**src/rtl/imm_ext_pkg.sv**
```systemverilog
// Opcode encodings and buffer occupancy states shared by the immediate-extension pipe.
package imm_ext_pkg;

  localparam int OP_W = 3;

  localparam logic [OP_W-1:0] OP_SHAMT  = 3'd0;
  localparam logic [OP_W-1:0] OP_ZERO   = 3'd1;
  localparam logic [OP_W-1:0] OP_SIGN   = 3'd2;
  localparam logic [OP_W-1:0] OP_UPPER  = 3'd3;
  localparam logic [OP_W-1:0] OP_BRANCH = 3'd4;

  typedef enum logic [1:0] {
    ST_EMPTY = 2'd0,
    ST_ONE   = 2'd1,
    ST_FULL  = 2'd2
  } occ_e;

endpackage

```
**src/rtl/imm_ext_core.sv**
```systemverilog
// Combinational opcode -> extended operand; zero latency, no handshake.
// Unknown opcodes yield zero data with err set.
module imm_ext_core
  import imm_ext_pkg::*;
#(
  parameter int IN_W  = 16,
  parameter int OUT_W = 32,
  parameter int SH_LO = 6,
  parameter int SH_W  = 5
) (
  input  logic [IN_W-1:0]  imm_i,
  input  logic [OP_W-1:0]  op_i,
  output logic [OUT_W-1:0] data_o,
  output logic             err_o
);

  logic [OUT_W-1:0] sext;

  assign sext = {{(OUT_W-IN_W){imm_i[IN_W-1]}}, imm_i};

  always_comb begin
    data_o = '0;
    err_o  = 1'b0;
    case (op_i)
      OP_SHAMT:  data_o = {{(OUT_W-SH_W){1'b0}}, imm_i[SH_LO+SH_W-1:SH_LO]};
      OP_ZERO:   data_o = {{(OUT_W-IN_W){1'b0}}, imm_i};
      OP_SIGN:   data_o = sext;
      OP_UPPER:  data_o = {imm_i, {(OUT_W-IN_W){1'b0}}};
      // Word-scaled branch offset: top two sign bits fall off the end.
      OP_BRANCH: data_o = {sext[OUT_W-3:0], 2'b00};
      default:   err_o  = 1'b1;
    endcase
  end

endmodule

```
**src/rtl/imm_ext_pipe.sv**
```systemverilog
// Registered immediate extender with a 2-entry output buffer; beat accepted at edge N is visible after N.
// in_ready is registered (no path from out_ready); optional IMM_EXT_PERF_EN adds xfer/stall counters.
module imm_ext_pipe
  import imm_ext_pkg::*;
#(
  parameter int IN_W  = 16,
  parameter int OUT_W = 32,
  parameter int SH_LO = 6,
  parameter int SH_W  = 5,
  parameter int TAG_W = 4
) (
  input  logic             clk,
  input  logic             rst_n,
  input  logic             in_valid,
  output logic             in_ready,
  input  logic [IN_W-1:0]  in_imm,
  input  logic [OP_W-1:0]  in_op,
  input  logic [TAG_W-1:0] in_tag,
  output logic             out_valid,
  input  logic             out_ready,
  output logic [OUT_W-1:0] out_data,
  output logic [TAG_W-1:0] out_tag,
  output logic             out_err
`ifdef IMM_EXT_PERF_EN
  ,
  output logic [31:0]      xfer_cnt,
  output logic [31:0]      stall_cnt
`endif
);

  localparam int E_W = OUT_W + TAG_W + 1;

  occ_e             state_q, state_d;
  logic             in_ready_q;
  logic [E_W-1:0]   hd_q, sp_q;
  logic [E_W-1:0]   new_ent;
  logic [OUT_W-1:0] ext_data;
  logic             ext_err;
  logic             push, pop;

  imm_ext_core #(
    .IN_W  (IN_W),
    .OUT_W (OUT_W),
    .SH_LO (SH_LO),
    .SH_W  (SH_W)
  ) u_core (
    .imm_i  (in_imm),
    .op_i   (in_op),
    .data_o (ext_data),
    .err_o  (ext_err)
  );

  // Entries are stored already extended so the output side is pure wiring.
  assign new_ent = {ext_err, in_tag, ext_data};

  always_ff @(posedge clk or negedge rst_n) begin
    if (!rst_n) begin
      state_q    <= ST_EMPTY;
      in_ready_q <= 1'b0;
    end else begin
      state_q    <= state_d;
      in_ready_q <= (state_d != ST_FULL);
    end
  end

  always_comb begin
    state_d = state_q;
    case (state_q)
      ST_EMPTY: if (push) state_d = ST_ONE;
      ST_ONE: begin
        if (push && !pop)      state_d = ST_FULL;
        else if (pop && !push) state_d = ST_EMPTY;
      end
      ST_FULL:  if (pop) state_d = ST_ONE;
      default:  state_d = ST_EMPTY;
    endcase
  end

  always_comb begin
    out_valid = (state_q != ST_EMPTY);
    in_ready  = in_ready_q;
    push      = in_valid && in_ready_q;
    pop       = out_valid && out_ready;
  end

  // Head register feeds the outputs directly; the spare holds the second beat.
  always_ff @(posedge clk or negedge rst_n) begin
    if (!rst_n) begin
      hd_q <= '0;
      sp_q <= '0;
    end else begin
      case (state_q)
        ST_EMPTY: if (push) hd_q <= new_ent;
        ST_ONE: begin
          if (push && pop) hd_q <= new_ent;
          else if (push)   sp_q <= new_ent;
        end
        ST_FULL:  if (pop) hd_q <= sp_q;
        default: ;
      endcase
    end
  end

  assign out_data = hd_q[OUT_W-1:0];
  assign out_tag  = hd_q[OUT_W+TAG_W-1:OUT_W];
  assign out_err  = hd_q[E_W-1];

`ifdef IMM_EXT_PERF_EN
  logic [31:0] xfer_q, stall_q;

  always_ff @(posedge clk or negedge rst_n) begin
    if (!rst_n) begin
      xfer_q  <= '0;
      stall_q <= '0;
    end else begin
      if (pop && (xfer_q != 32'hFFFF_FFFF))
        xfer_q <= xfer_q + 32'd1;
      if (out_valid && !out_ready && (stall_q != 32'hFFFF_FFFF))
        stall_q <= stall_q + 32'd1;
    end
  end

  assign xfer_cnt  = xfer_q;
  assign stall_cnt = stall_q;
`endif

endmodule

```
**config.mk**
```make
export PLATFORM = sky130hd
export DESIGN_NAME = imm_ext_pipe
export DESIGN_NICKNAME = d
export VERILOG_FILES = /design/src/rtl/imm_ext_pkg.sv /design/src/rtl/imm_ext_core.sv /design/src/rtl/imm_ext_pipe.sv
export SDC_FILE = /design/constraint.sdc
export NUM_CORES = 1
export LEC_CHECK = 0
export CELL_PAD_IN_SITES_DETAIL_PLACEMENT = 0
export CELL_PAD_IN_SITES_GLOBAL_PLACEMENT = 1
export CORE_MARGIN = 1.5
export CORE_UTILIZATION = 40
export DETAILED_ROUTE_END_ITERATION = 10
export MAX_ROUTING_LAYER = met4
export PLACE_DENSITY = 0.76
export RECOVER_POWER = 100
export SETUP_SLACK_MARGIN = 0.3
export SLEW_MARGIN = 10
export SYNTH_ARGS = -nofsm -noshare
export SYNTH_HDL_FRONTEND = slang
export SYNTH_SLANG_ARGS = --single-unit
```
**constraint.sdc**
```tcl
create_clock -name clk -period 1.9 [get_ports clk]
set_input_delay 0.38 -clock clk [delete_from_list [all_inputs] [get_ports clk]]
set_output_delay 0.38 -clock clk [all_outputs]
set_load 0.03 [all_outputs]
```
== Word level (Yosys, flattened, before mapping) ==
Index checks and enable logic that the tools add are counted.
W data, S select, Z words.
Cells by class
  eq/ne operators: 10
  muxes and demuxes: 11
  bitwise gates (word level): 1
  reduce and logical (&&, ||, !) cells: 14
Operator list (number)
  $pmux W32 S5: 1
  $mux W37: 3
  $pmux W37 S3: 1
  $mux W2: 4
  $ne A2 B2 Y1 const B: 4
  $eq A3 B2 Y1 const B: 2
  $pmux W2 S3: 1
  $logic_and A1 B1 Y1: 5
  $reduce_or A5 Y1: 1
  $reduce_and A4 Y1: 1
  $eq A3 B1 Y1 const B: 1
  $eq A3 B3 Y1 const B: 1
  $logic_not A3 Y1: 1
  $reduce_and A3 Y1: 1
  $reduce_bool A3 Y1: 1
  $eq A2 B1 Y1 const B: 1
  $eq A2 B2 Y1 const B: 1
  $logic_not A1 Y1: 2
  $logic_not A2 Y1: 1
  $reduce_bool A2 Y1: 1
  $mux W1: 1
  $not A1 Y1: 1
Storage, ports and cells
  flip-flop bits (word level): 77
  input port bits: 27
  output and inout bits: 39
  logic and storage cells: 40

== Depth between registers and ports, before layout ==
Gate-level depths: netlist (run 1).
  depth in word-level cells: 7
  depth in mapped cells: 7

== By module ==
A second synthesis (run 1) with hierarchy kept.
Second synthesis, totals
  cells, all modules: 315
  area total of the unflattened synthesis: 3980.1 um^2
Modules (own cells, without submodules)
  imm_ext_pipe: times used 1, cells each 212, area each 3378.2 um^2, sequential area each 1926.8 um^2
  imm_ext_core: times used 1, cells each 103, area each 601.8 um^2, sequential area each 0.0 um^2

== Least setup slack after synthesis (run 1) ==
No wires, ideal clock.
  path kind: register to register
  from: register in_ready_q (netlist: in_ready)
  to: register sp_q[10]
  arrival time: 1.513 ns
  slack: 0.253 ns
  stages on the path, launching flop included: 7
  cells stage by stage: dfrtp_1 > nand2_1 > or3_1 > buf_2 > buf_2 > nand2_1 > o31ai_1
Between the ends
  longest elaborated chain between the ends: 4
Ends and longest elaborated chain
  start: declaration: RTL line imm_ext_pipe.sv:34  | logic in_ready_q;
  start signal: assignment: RTL line imm_ext_pipe.sv:62  | in_ready_q <= (state_d != ST_FULL);
  $logic_and A1 B1 Y1 *: RTL line imm_ext_pipe.sv:82  | push = in_valid && in_ready_q;
  $logic_and A1 B1 Y1: RTL line imm_ext_pipe.sv:95  | if (push && pop) hd_q <= new_ent;
  $not A1 Y1 (no source line)
  $reduce_and A3 Y1 (no source line) *
  end signal: assignment: RTL line imm_ext_pipe.sv:96  | else if (push) sp_q <= new_ent;
  end: declaration: RTL line imm_ext_pipe.sv:35  | logic [E_W-1:0] hd_q, sp_q;
Every way passes the cells marked *; elsewhere a longest branch is shown, timed or not.
A chain may end at the register's enable or synchronous reset.

== Final worst setup path (run 1) ==
  from: input port out_ready
  to: register sp_q[9]
Between the ends
  longest elaborated chain between the ends: 4
Ends and longest elaborated chain
  start: declaration: RTL line imm_ext_pipe.sv:20  | input logic out_ready,
  $logic_and A1 B1 Y1: RTL line imm_ext_pipe.sv:83  | pop = out_valid && out_ready;
  $logic_and A1 B1 Y1: RTL line imm_ext_pipe.sv:95
  $not A1 Y1 (no source line)
  $reduce_and A3 Y1 (no source line)
Every way passes these cells.

==> results.sh, run 1 <==
export IMPL_status="finished clean"
export IMPL_die_area_sq_mm=0.0102
export IMPL_cts_root_buf="clkbuf_8"
export IMPL_cap_violations=0
export IMPL_endpoint_kind="register"
export IMPL_async_flop_share_pct=100
export IMPL_routed_wl_um=11100
export IMPL_synth_top_area_share_pct=50.0
export IMPL_cts_buffers=9
export IMPL_io_pins=66
export IMPL_overflow=0
export IMPL_slew_headroom_pct=46.4
export IMPL_worst_slew_pin_slew_ns=0.804
export IMPL_start_util_pct=41.5
export IMPL_first_iter_violations=173
export IMPL_place_area_sq_mm=0.00488
export IMPL_cts_buffer_depth=2
export IMPL_fin_crit_sh_pct=87.6
export IMPL_grt_pass1_vias=3309
export IMPL_critPathMaxFanout=19
export IMPL_worstPathCellList="clkdlybuf4s50_1 > nand2b_1 > or3_4 > buf_2 > o31ai_2"
export IMPL_p_leak_nw=2.38
export IMPL_cts_clk_slew_worst_paths_ns=0.10
export IMPL_synth_top_area_cell="dfrtp_1"
export IMPL_num_antenna_cells=0
export IMPL_fin_skew_ns=0.0149
export IMPL_cp_arrival_ns=1.92
export IMPL_worstReg2RegStart="state_q[0]$_DFF_PN0_"
export IMPL_core_area_sq_mm=0.00928
export IMPL_postLayoutCellArea_sq_mm=0.00528
export IMPL_synth_edff_count=0
export IMPL_finalSetupViolCount=0
export IMPL_final_max_slew_viol_count=0
export IMPL_r2r_cells=5
export IMPL_postRouteAntennaNets=0
export IMPL_synth_area_per_cell_sq_um=9.36
export IMPL_grt_util_all_layers_pct=23.3
export IMPL_antenna_found_initial=0
export IMPL_crit_type="in2reg"
export IMPL_syn_inst=412
export IMPL_irDropWorstVdd_mv=0.563
export IMPL_port_buffers=65
export IMPL_rr_endpoint="sp_q[9]$_DFFE_PN0P_"
export IMPL_fin_nets=535
export IMPL_ys_top_cells_by_area="dfrtp_1, nand2_1, a21oi_1"
export IMPL_area_delta_synth_final_pct=36.9
export IMPL_first_pass_iters=4
export IMPL_yosysSeqAreaShare_pct=50.0
export IMPL_final_cell_mix="dfrtp_1, nand2_1, o21ai_0"
export IMPL_yosysWarningCount=0
export IMPL_drc=0
export IMPL_ys_ff_latch=77
export IMPL_grt_setup_unrepaired="yes"
export IMPL_fp_dieW_um=101
export IMPL_place_hpwl_um=7070
export IMPL_crit_path_top_delay_cell="clkdlybuf4s50_1"
export IMPL_post_route_cells_drive_above_1_share_pct=18.3
export IMPL_num_vias=3488
export IMPL_p_per_area_mw_per_mm2=1420
export IMPL_synthesis_nets=439
export IMPL_fmax_ghz=0.601
export IMPL_grt_max_degree=51
export IMPL_worstPathRequired_ns=2.16
export IMPL_synth_cell_types=45
export IMPL_layout_commonest_cell="dfrtp_1"
export IMPL_min_period_ns=1.66
export IMPL_r2r_slack_ns=0.28
export IMPL_crit_end="sp_q[9]$_DFFE_PN0P_"
export IMPL_crit_path_start_kind="input port"
export IMPL_startpoint="out_ready"
export IMPL_slowest_delay_ns=0.41
export IMPL_routedWlPerCell_um=17.4
export IMPL_grt_first_pass_wirelength_um=17700
export IMPL_fillerInstances=891
export IMPL_worstSkewPairLatency_ns=0.36
export IMPL_gp_congestion=0.802
export IMPL_viasPerCell=5.43
export IMPL_holdCritPathClass="reg2reg"
export IMPL_fp_dieH_um=101
export IMPL_final_hold_violation_count=0
export IMPL_cts_tree="built"
export IMPL_cts_sinks=77
export IMPL_htreeDepth=3
export IMPL_ys_flop_type="dfrtp_1"
export IMPL_rows=35
export IMPL_synth_area_sq_mm=0.00386
export IMPL_whs_ns=0.480
-- cell type report --
cell class	instances	area [sq um]	share of cell area, %
clock buffers	10	128	2.42
clock inverters	6	86.3	1.63
inverters	1	3.75	0.0711
multi-input cells	296	1780	33.8
flip-flops and latches	77	1930	36.5
well taps	129	161	3.06
repair buffers	123	1190	22.6
-- cells by family after synthesis --
family                 synth area share [%]
flip-flops                             50.0
multiplexers                           2.27
buffers and inverters                  5.45
AND/OR/NAND/NOR                        17.3
AO/OA/AOI/OAI                          24.6
XOR/XNOR                              0.454
-- stage by stage --
stage / worst slack, ns / std cells / setup TNS [ns] / utilization (%) / power [mW]
final: 0.236 / 642 / 0 / 56.9 / 7.49
after global routing: 0.146 / 642 / 0 / 56.9 / 7.96
after CTS: 0.302 / 635 / 0 / 56.1 / 7.43
after detailed placement: -0.681 / 613 / -17.01 / 52.5 / 6.26
after global placement: -0.563 / 613 / -15.15 / 52.5 / 6.19
after floorplan: 0.359 / 412 / 0 / - / 4.82
-- cells in the mapped netlist, types with 3 or more instances --
| master | count |
|---|---|
| o31ai_1 | 11 |
| o21ai_0 | 22 |
| a2bb2oi_1 | 12 |
| a211oi_1 | 14 |
| o21a_1 | 3 |
| nor4bb_1 | 6 |
| clkbuf_1 | 8 |
| a21oi_1 | 29 |
| dfrtp_1 | 77 |
| nand3b_1 | 3 |
| o211ai_1 | 3 |
| a31oi_1 | 6 |
| a211oi_2 | 3 |
| nor2b_1 | 13 |
| buf_2 | 23 |
| nand2_1 | 75 |
| nor2_1 | 25 |
| buf_4 | 3 |
| mux2_2 | 4 |
| buf_6 | 3 |
| a22oi_1 | 11 |
| o21ai_1 | 29 |
-- routing by layer --
layer,GRT usage [%],vias to the layer above,share of wire [%]
met5,-,-,0
met4,6.41,0,0.93
met3,2.62,10,4.2
met2,36.8,89,47
met1,32.1,1725,47
li1,-,1664,-
-- timing repair --
action	4_1_cts	5_1_grt
gates cloned	2	2
hold buffers	1	0
pin swaps	4	6
hold endpoints to repair	27	0
buffers inserted	3	5
endpoints found under the setup margin	89	48
gates resized for setup	59	19
-- report_power, final --
part           switching (mW)  total, mW  internal (mW)
clock                   0.664       1.41          0.742
sequential              0.400       2.80           2.40
combinational            2.01       3.28           1.27
-- worst min-delay path by stage --
stage	depth (start not counted)	from	slack (ns)	endpoint
4_1_cts	2	sp_q[34]$_DFFE_PN0P_	0.48	sp_q[34]$_DFFE_PN0P_
5_1_grt	2	sp_q[34]$_DFFE_PN0P_	0.50	sp_q[34]$_DFFE_PN0P_
2_1_floorplan	0	rst_n	0.08	hd_q[0]$_DFFE_PN0P_
3_5_place_dp	1	rst_n	0.34	hd_q[13]$_DFFE_PN0P_
3_3_place_gp	1	rst_n	0.34	hd_q[12]$_DFFE_PN0P_
6_report	2	hd_q[27]$_DFFE_PN0P_	0.48	hd_q[27]$_DFFE_PN0P_
-- sequential cells by signal, indices dropped and copies added, names as in the netlist --
signal	flops
hd_q	37
in_ready	1
sp_q	37
state_q	2
-- critical path: cells and delay by family --
kind / cells / cell delay [ns]
buffers and inverters: 2 / 0.68
AND/OR/NAND/NOR: 2 / 0.55
AO/OA/AOI/OAI: 1 / 0.30
Note: power is estimated with default switching activity, not from simulation.
==> run 2, diff against run 1 <==
MAX_ROUTING_LAYER = not set   (was met4)
==> run 2 against run 1 <==
- non-clock buffer count is the same
- flip-flop and latch count did not move
- register-to-register slack barely moved
- combinational power about the same
- sequential power about the same
- power hardly changed
- core utilization unchanged
- critical path type unchanged
==> results.sh, run 2 (synthesis gave the netlist of run 1 again) <==
export IMPL_htreeDepth=3
export IMPL_gp_congestion=0.791
export IMPL_worstPathCellList="clkdlybuf4s50_1 > nand2b_1 > or3_4 > buf_2 > o31ai_1"
export IMPL_num_vias=3480
export IMPL_drc=0
export IMPL_area_delta_synth_final_pct=36.9
export IMPL_p_total_mw=7.48
export IMPL_critPathMaxFanout=19
export IMPL_cp_arrival_ns=1.91
export IMPL_finalSetupViolCount=0
export IMPL_switchingPower_mw=3.07
export IMPL_antenna_found_initial=0
export IMPL_first_pass_iters=4
export IMPL_holdCritPathClass="reg2reg"
export IMPL_crit_path_start_kind="input port"
export IMPL_cts_clk_slew_worst_paths_ns=0.09
export IMPL_routed_wl_um=11100
export IMPL_final_hold_violation_count=0
export IMPL_cts_root_buf="clkbuf_8"
export IMPL_rows=35
export IMPL_min_period_ns=1.66
export IMPL_first_iter_violations=169
export IMPL_overflow=0
export IMPL_slowest_delay_ns=0.41
export IMPL_cts_buffers=9
export IMPL_num_antenna_cells=0
export IMPL_cap_violations=0
export IMPL_fp_dieW_um=101
export IMPL_fmax_ghz=0.601
export IMPL_final_max_slew_viol_count=0
export IMPL_p_leak_nw=2.38
export IMPL_io_pins=66
export IMPL_cp_top_family="buffers and inverters"
export IMPL_routedWlPerCell_um=17.2
export IMPL_top_regs="hd_q x37, sp_q x37, state_q x2"
export IMPL_fillerInstances=891
export IMPL_seq_area_sq_mm=0.00193
export IMPL_tns_ns=0
export IMPL_worst_slew_pin_slew_ns=0.789
export IMPL_worstSkewPairLatency_ns=0.35
export IMPL_layout_commonest_cell="dfrtp_1"
export IMPL_irDropWorstVdd_mv=0.565
export IMPL_status="finished clean"
export IMPL_cts_tree="built"
export IMPL_crit_type="in2reg"
export IMPL_grt_max_degree=51
export IMPL_cp_num_buf_inv=2
export IMPL_comb_power_share_pct=43.8
export IMPL_start_util_pct=41.5
export IMPL_final_cell_mix="dfrtp_1, nand2_1, o21ai_0"
export IMPL_core_area_sq_mm=0.00928
export IMPL_crit_path_top_delay_cell="clkdlybuf4s50_1"
export IMPL_grt_pass1_vias=3299
export IMPL_port_buffers=65
export IMPL_p_seq_share_pct=37.5
export IMPL_p_per_area_mw_per_mm2=1420
export IMPL_grt_first_pass_wirelength_um=17700
export IMPL_post_route_cells_drive_above_1_share_pct=18.3
export IMPL_power_share_clock_pct=18.8
export IMPL_fp_dieH_um=101
export IMPL_grt_util_all_layers_pct=22.6
export IMPL_multi_input_area_sq_mm=0.00178
export IMPL_cts_buffer_depth=2
export IMPL_fin_crit_sh_pct=87.5
export IMPL_viasPerCell=5.42
export IMPL_p_sw_share_pct=41.0
export IMPL_fin_skew_ns=0.0116
export IMPL_slew_headroom_pct=47.4
export IMPL_cts_sinks=77
export IMPL_die_area_sq_mm=0.0102
export IMPL_fin_nets=535
export IMPL_worstPathRequired_ns=2.15
export IMPL_grt_setup_unrepaired="yes"
export IMPL_endpoint_kind="register"
export IMPL_postRouteAntennaNets=0
export IMPL_place_hpwl_um=7070
export IMPL_p_int_mw=4.42
## run 2: routing by layer
layer,wire [um],global-route usage [%]
met1,5030,32.2
met2,5270,36.7
met3,639,2.62
met4,117,6.41
met5,0,0
## run 2: final timing paths
| check | startpoint | to | slack (ns) | cells after the start |
|---|---|---|---|---|
| setup / recovery | out_ready | sp_q[15]$_DFFE_PN0P_ | 0.24 | 5 |
| min in group asynchronous | rst_n | hd_q[12]$_DFFE_PN0P_ | 0.64 | 2 |
| max in group asynchronous | rst_n | hd_q[18]$_DFFE_PN0P_ | 0.52 | 3 |
| setup reg to reg | state_q[0]$_DFF_PN0_ | sp_q[15]$_DFFE_PN0P_ | 0.27 | 5 |
| hold reg to reg | hd_q[27]$_DFFE_PN0P_ | hd_q[27]$_DFFE_PN0P_ | 0.48 | 2 |
| hold / removal | hd_q[27]$_DFFE_PN0P_ | hd_q[27]$_DFFE_PN0P_ | 0.48 | 2 |
## run 2: power groups by stage
| stage | Combinational [mW] | Clock [mW] | Sequential, mW |
|---|---|---|---|
| after floorplan | 1.26 | 0 | 3.56 |
| after global placement | 3.36 | 0 | 2.83 |
| after detailed placement | 3.40 | 0 | 2.86 |
| after CTS | 3.20 | 1.42 | 2.81 |
| after global routing | 3.58 | 1.47 | 2.91 |
| final | 3.28 | 1.40 | 2.80 |
## run 2: final cells by class
cell class,instances,area share (%)
sequential,77,36.5
multi-input combinational,296,33.8
timing repair buffer,123,22.6
tap,129,3.06
clock buffer,10,2.42
clock inverter,6,1.63
inverter,1,0.0711
## run 2: worst min-delay path: cells and delay by family, from the launching register on
| family | cells | cell delay, ns |
|---|---|---|
| compound gates | 1 | 0.06 |
| flops | 1 | 0.35 |
| simple gates | 1 | 0.04 |
## run 2: repair_timing
action                                  4_1_cts  5_1_grt
hold buffers                                  1        0
hold endpoints to repair                     27        0
endpoints found under the setup margin       89       48
gates cloned                                  2        2
pin swaps                                     4        6
buffers inserted                              3        5
gates resized for setup                      59       19
## run 2: through the flow
stage               setup WS (ns)  hold WS (ns)  cell area (sq um)  cells  util [%]
CTS                         0.302         0.483               5210    635      56.1
global route                0.146         0.504               5280    642      56.9
global placement           -0.563         0.337               4880    613      52.5
floorplan                   0.359        0.0844               3860    412         -
detailed placement         -0.681         0.338               4880    613      52.5
finish                      0.237         0.479               5280    642      56.9
==> run 3, diff against run 2 <==
CORE_UTILIZATION = 28   (was 40)
CTS_CLUSTER_DIAMETER = 50   (was not set)
PLACE_DENSITY = 0.56   (was 0.76)
==> run 3 against run 2 <==
- register-to-register slack got worse by 0.04 ns
- cell count increased by 9.8%
- highest routed layer unchanged
- sequential power is essentially flat
==> results.sh, run 3 (synthesis gave the netlist of run 1 again) <==
export IMPL_fmax_ghz=0.573
export IMPL_holdCritPathClass="in2async"
export IMPL_cp_arrival_ns=1.99
export IMPL_overflow=0
export IMPL_crit_path_start_kind="input port"
export IMPL_worstPathCellList="dlygate4sd3_1 > nand2b_1 > or3_4 > buf_12 > o31ai_1"
export IMPL_post_route_cells_drive_above_1_share_pct=22.5
export IMPL_grt_pass1_vias=3446
export IMPL_p_leak_nw=2.57
export IMPL_fillerInstances=1328
export IMPL_htreeDepth=3
export IMPL_grt_util_all_layers_pct=16.8
export IMPL_cts_buffer_depth=2
export IMPL_fin_skew_ns=0.00458
export IMPL_port_buffers=65
export IMPL_layout_setup_ws_ns=0.156
export IMPL_irDropWorstVdd_mv=0.618
export IMPL_status="finished clean"
export IMPL_grt_setup_unrepaired="yes"
export IMPL_endpoint_kind="register"
export IMPL_viasPerCell=4.92
export IMPL_first_pass_iters=5
export IMPL_io_pins=66
export IMPL_seq_area_sq_mm=0.00193
export IMPL_fin_nets=551
export IMPL_gp_congestion=0.777
export IMPL_cts_tree="built"
export IMPL_slowest_delay_ns=0.58
export IMPL_grt_max_degree=41
export IMPL_cts_root_buf="clkbuf_16"
export IMPL_cap_violations=0
export IMPL_fin_crit_sh_pct=91.8
export IMPL_final_hold_violation_count=0
export IMPL_post_route_util_pct=43.2
export IMPL_antenna_found_initial=0
export IMPL_cts_sinks=77
export IMPL_grt_first_pass_wirelength_um=18600
export IMPL_hold_buffers=0
export IMPL_area_delta_synth_final_pct=49.4
export IMPL_num_vias=3471
export IMPL_fp_dieH_um=120
export IMPL_die_area_sq_mm=0.0145
export IMPL_start_util_pct=28.9
export IMPL_worst_slew_pin_slew_ns=1.11
export IMPL_cts_buffers=9
export IMPL_core_area_sq_mm=0.0133
export IMPL_cp_top_family="buffers and inverters"
export IMPL_slew_headroom_pct=26.0
export IMPL_critPathMaxFanout=11
export IMPL_worstPathRequired_ns=2.14
export IMPL_crit_type="in2reg"
export IMPL_tns_ns=0
export IMPL_drc=0
export IMPL_multi_input_area_sq_mm=0.00185
export IMPL_worstSkewPairLatency_ns=0.34
export IMPL_fp_dieW_um=120
export IMPL_routedWlPerCell_um=17.3
export IMPL_finalSetupViolCount=0
export IMPL_top_regs="hd_q x37, sp_q x37, state_q x2"
export IMPL_min_period_ns=1.74
export IMPL_final_max_slew_viol_count=0
export IMPL_num_antenna_cells=0
export IMPL_routed_wl_um=12200
export IMPL_layout_commonest_cell="dfrtp_1"
export IMPL_final_cell_mix="dfrtp_1, nand2_1, dlygate4sd2_1"
export IMPL_cts_clk_slew_worst_paths_ns=0.06
export IMPL_first_iter_violations=186
export IMPL_crit_path_top_delay_cell="dlygate4sd3_1"
export IMPL_p_total_mw=8.52
export IMPL_postRouteAntennaNets=0
export IMPL_p_per_area_mw_per_mm2=1480
export IMPL_rows=42
export IMPL_cp_num_buf_inv=2
export IMPL_place_ws_ns=-0.565
export IMPL_place_hpwl_um=7940
run 3: changes by cell type in the layout (fill, tap and decap cells not counted), sizes merged, moves of 2 or more:
| cell | delta |
|---|---|
| buf | +10 |
| bufbuf | -2 |
| clkbuf | +10 |
| clkdlybuf4s50 | -2 |
| dlygate4sd2 | +3 |
run 3: per-layer routing:
layer  up-vias  share of wire (%)  GRT usage [%]
li1       1704                  -              -
met1      1673                 47           22.4
met2        81                 48           27.1
met3        13                4.1           3.63
met4         0                1.0           5.44
met5         -                  0              0
run 3: power by group:
| group | internal [mW] | switching (mW) |
|---|---|---|
| combinational | 1.56 | 2.15 |
| sequential | 2.41 | 0.422 |
| clock | 1.27 | 0.706 |
run 3: worst paths after layout:
| kind | endpoint | startpoint | slack, ns | cells after the start |
|---|---|---|---|---|
| max | sp_q[12]$_DFFE_PN0P_ | out_ready | 0.16 | 5 |
| min in group clk | sp_q[34]$_DFFE_PN0P_ | sp_q[34]$_DFFE_PN0P_ | 0.47 | 2 |
| min | hd_q[14]$_DFFE_PN0P_ | rst_n | 0.24 | 1 |
| max reg2reg | hd_q[31]$_DFFE_PN0P_ | state_q[1]$_DFF_PN0_ | 0.23 | 7 |
| min reg2reg | sp_q[34]$_DFFE_PN0P_ | sp_q[34]$_DFFE_PN0P_ | 0.47 | 2 |
| max in group asynchronous | hd_q[26]$_DFFE_PN0P_ | rst_n | 0.58 | 2 |
run 3: what timing repair did:
| action | in CTS | in global routing |
|---|---|---|
| cloned | 2 | 8 |
| setup buffers | 0 | 4 |
| pin swaps | 2 | 15 |
| resized for setup | 61 | 59 |
| setup endpoints to repair | 107 | 58 |
run 3: area by class of cell:
| class | instances | share of cell area [%] |
|---|---|---|
| Sequential cell | 77 | 33.4 |
| Inverter | 1 | 0.0651 |
| Clock inverter | 4 | 1.35 |
| Tap cell | 176 | 3.82 |
| Timing Repair Buffer | 139 | 24.5 |
| Multi-Input combinational cell | 296 | 32.2 |
| Clock buffer | 12 | 4.62 |
run 3: stage by stage:
stage | cell area [sq um] | hold WS, ns | cells
2_1_floorplan | 3860 | 0.0844 | 412
3_3_place_gp | 5070 | 0.414 | 675
3_5_place_dp | 5070 | 0.417 | 675
4_1_cts | 5460 | 0.0428 | 693
5_1_grt | 5760 | 0.324 | 705
6_report | 5760 | 0.239 | 705
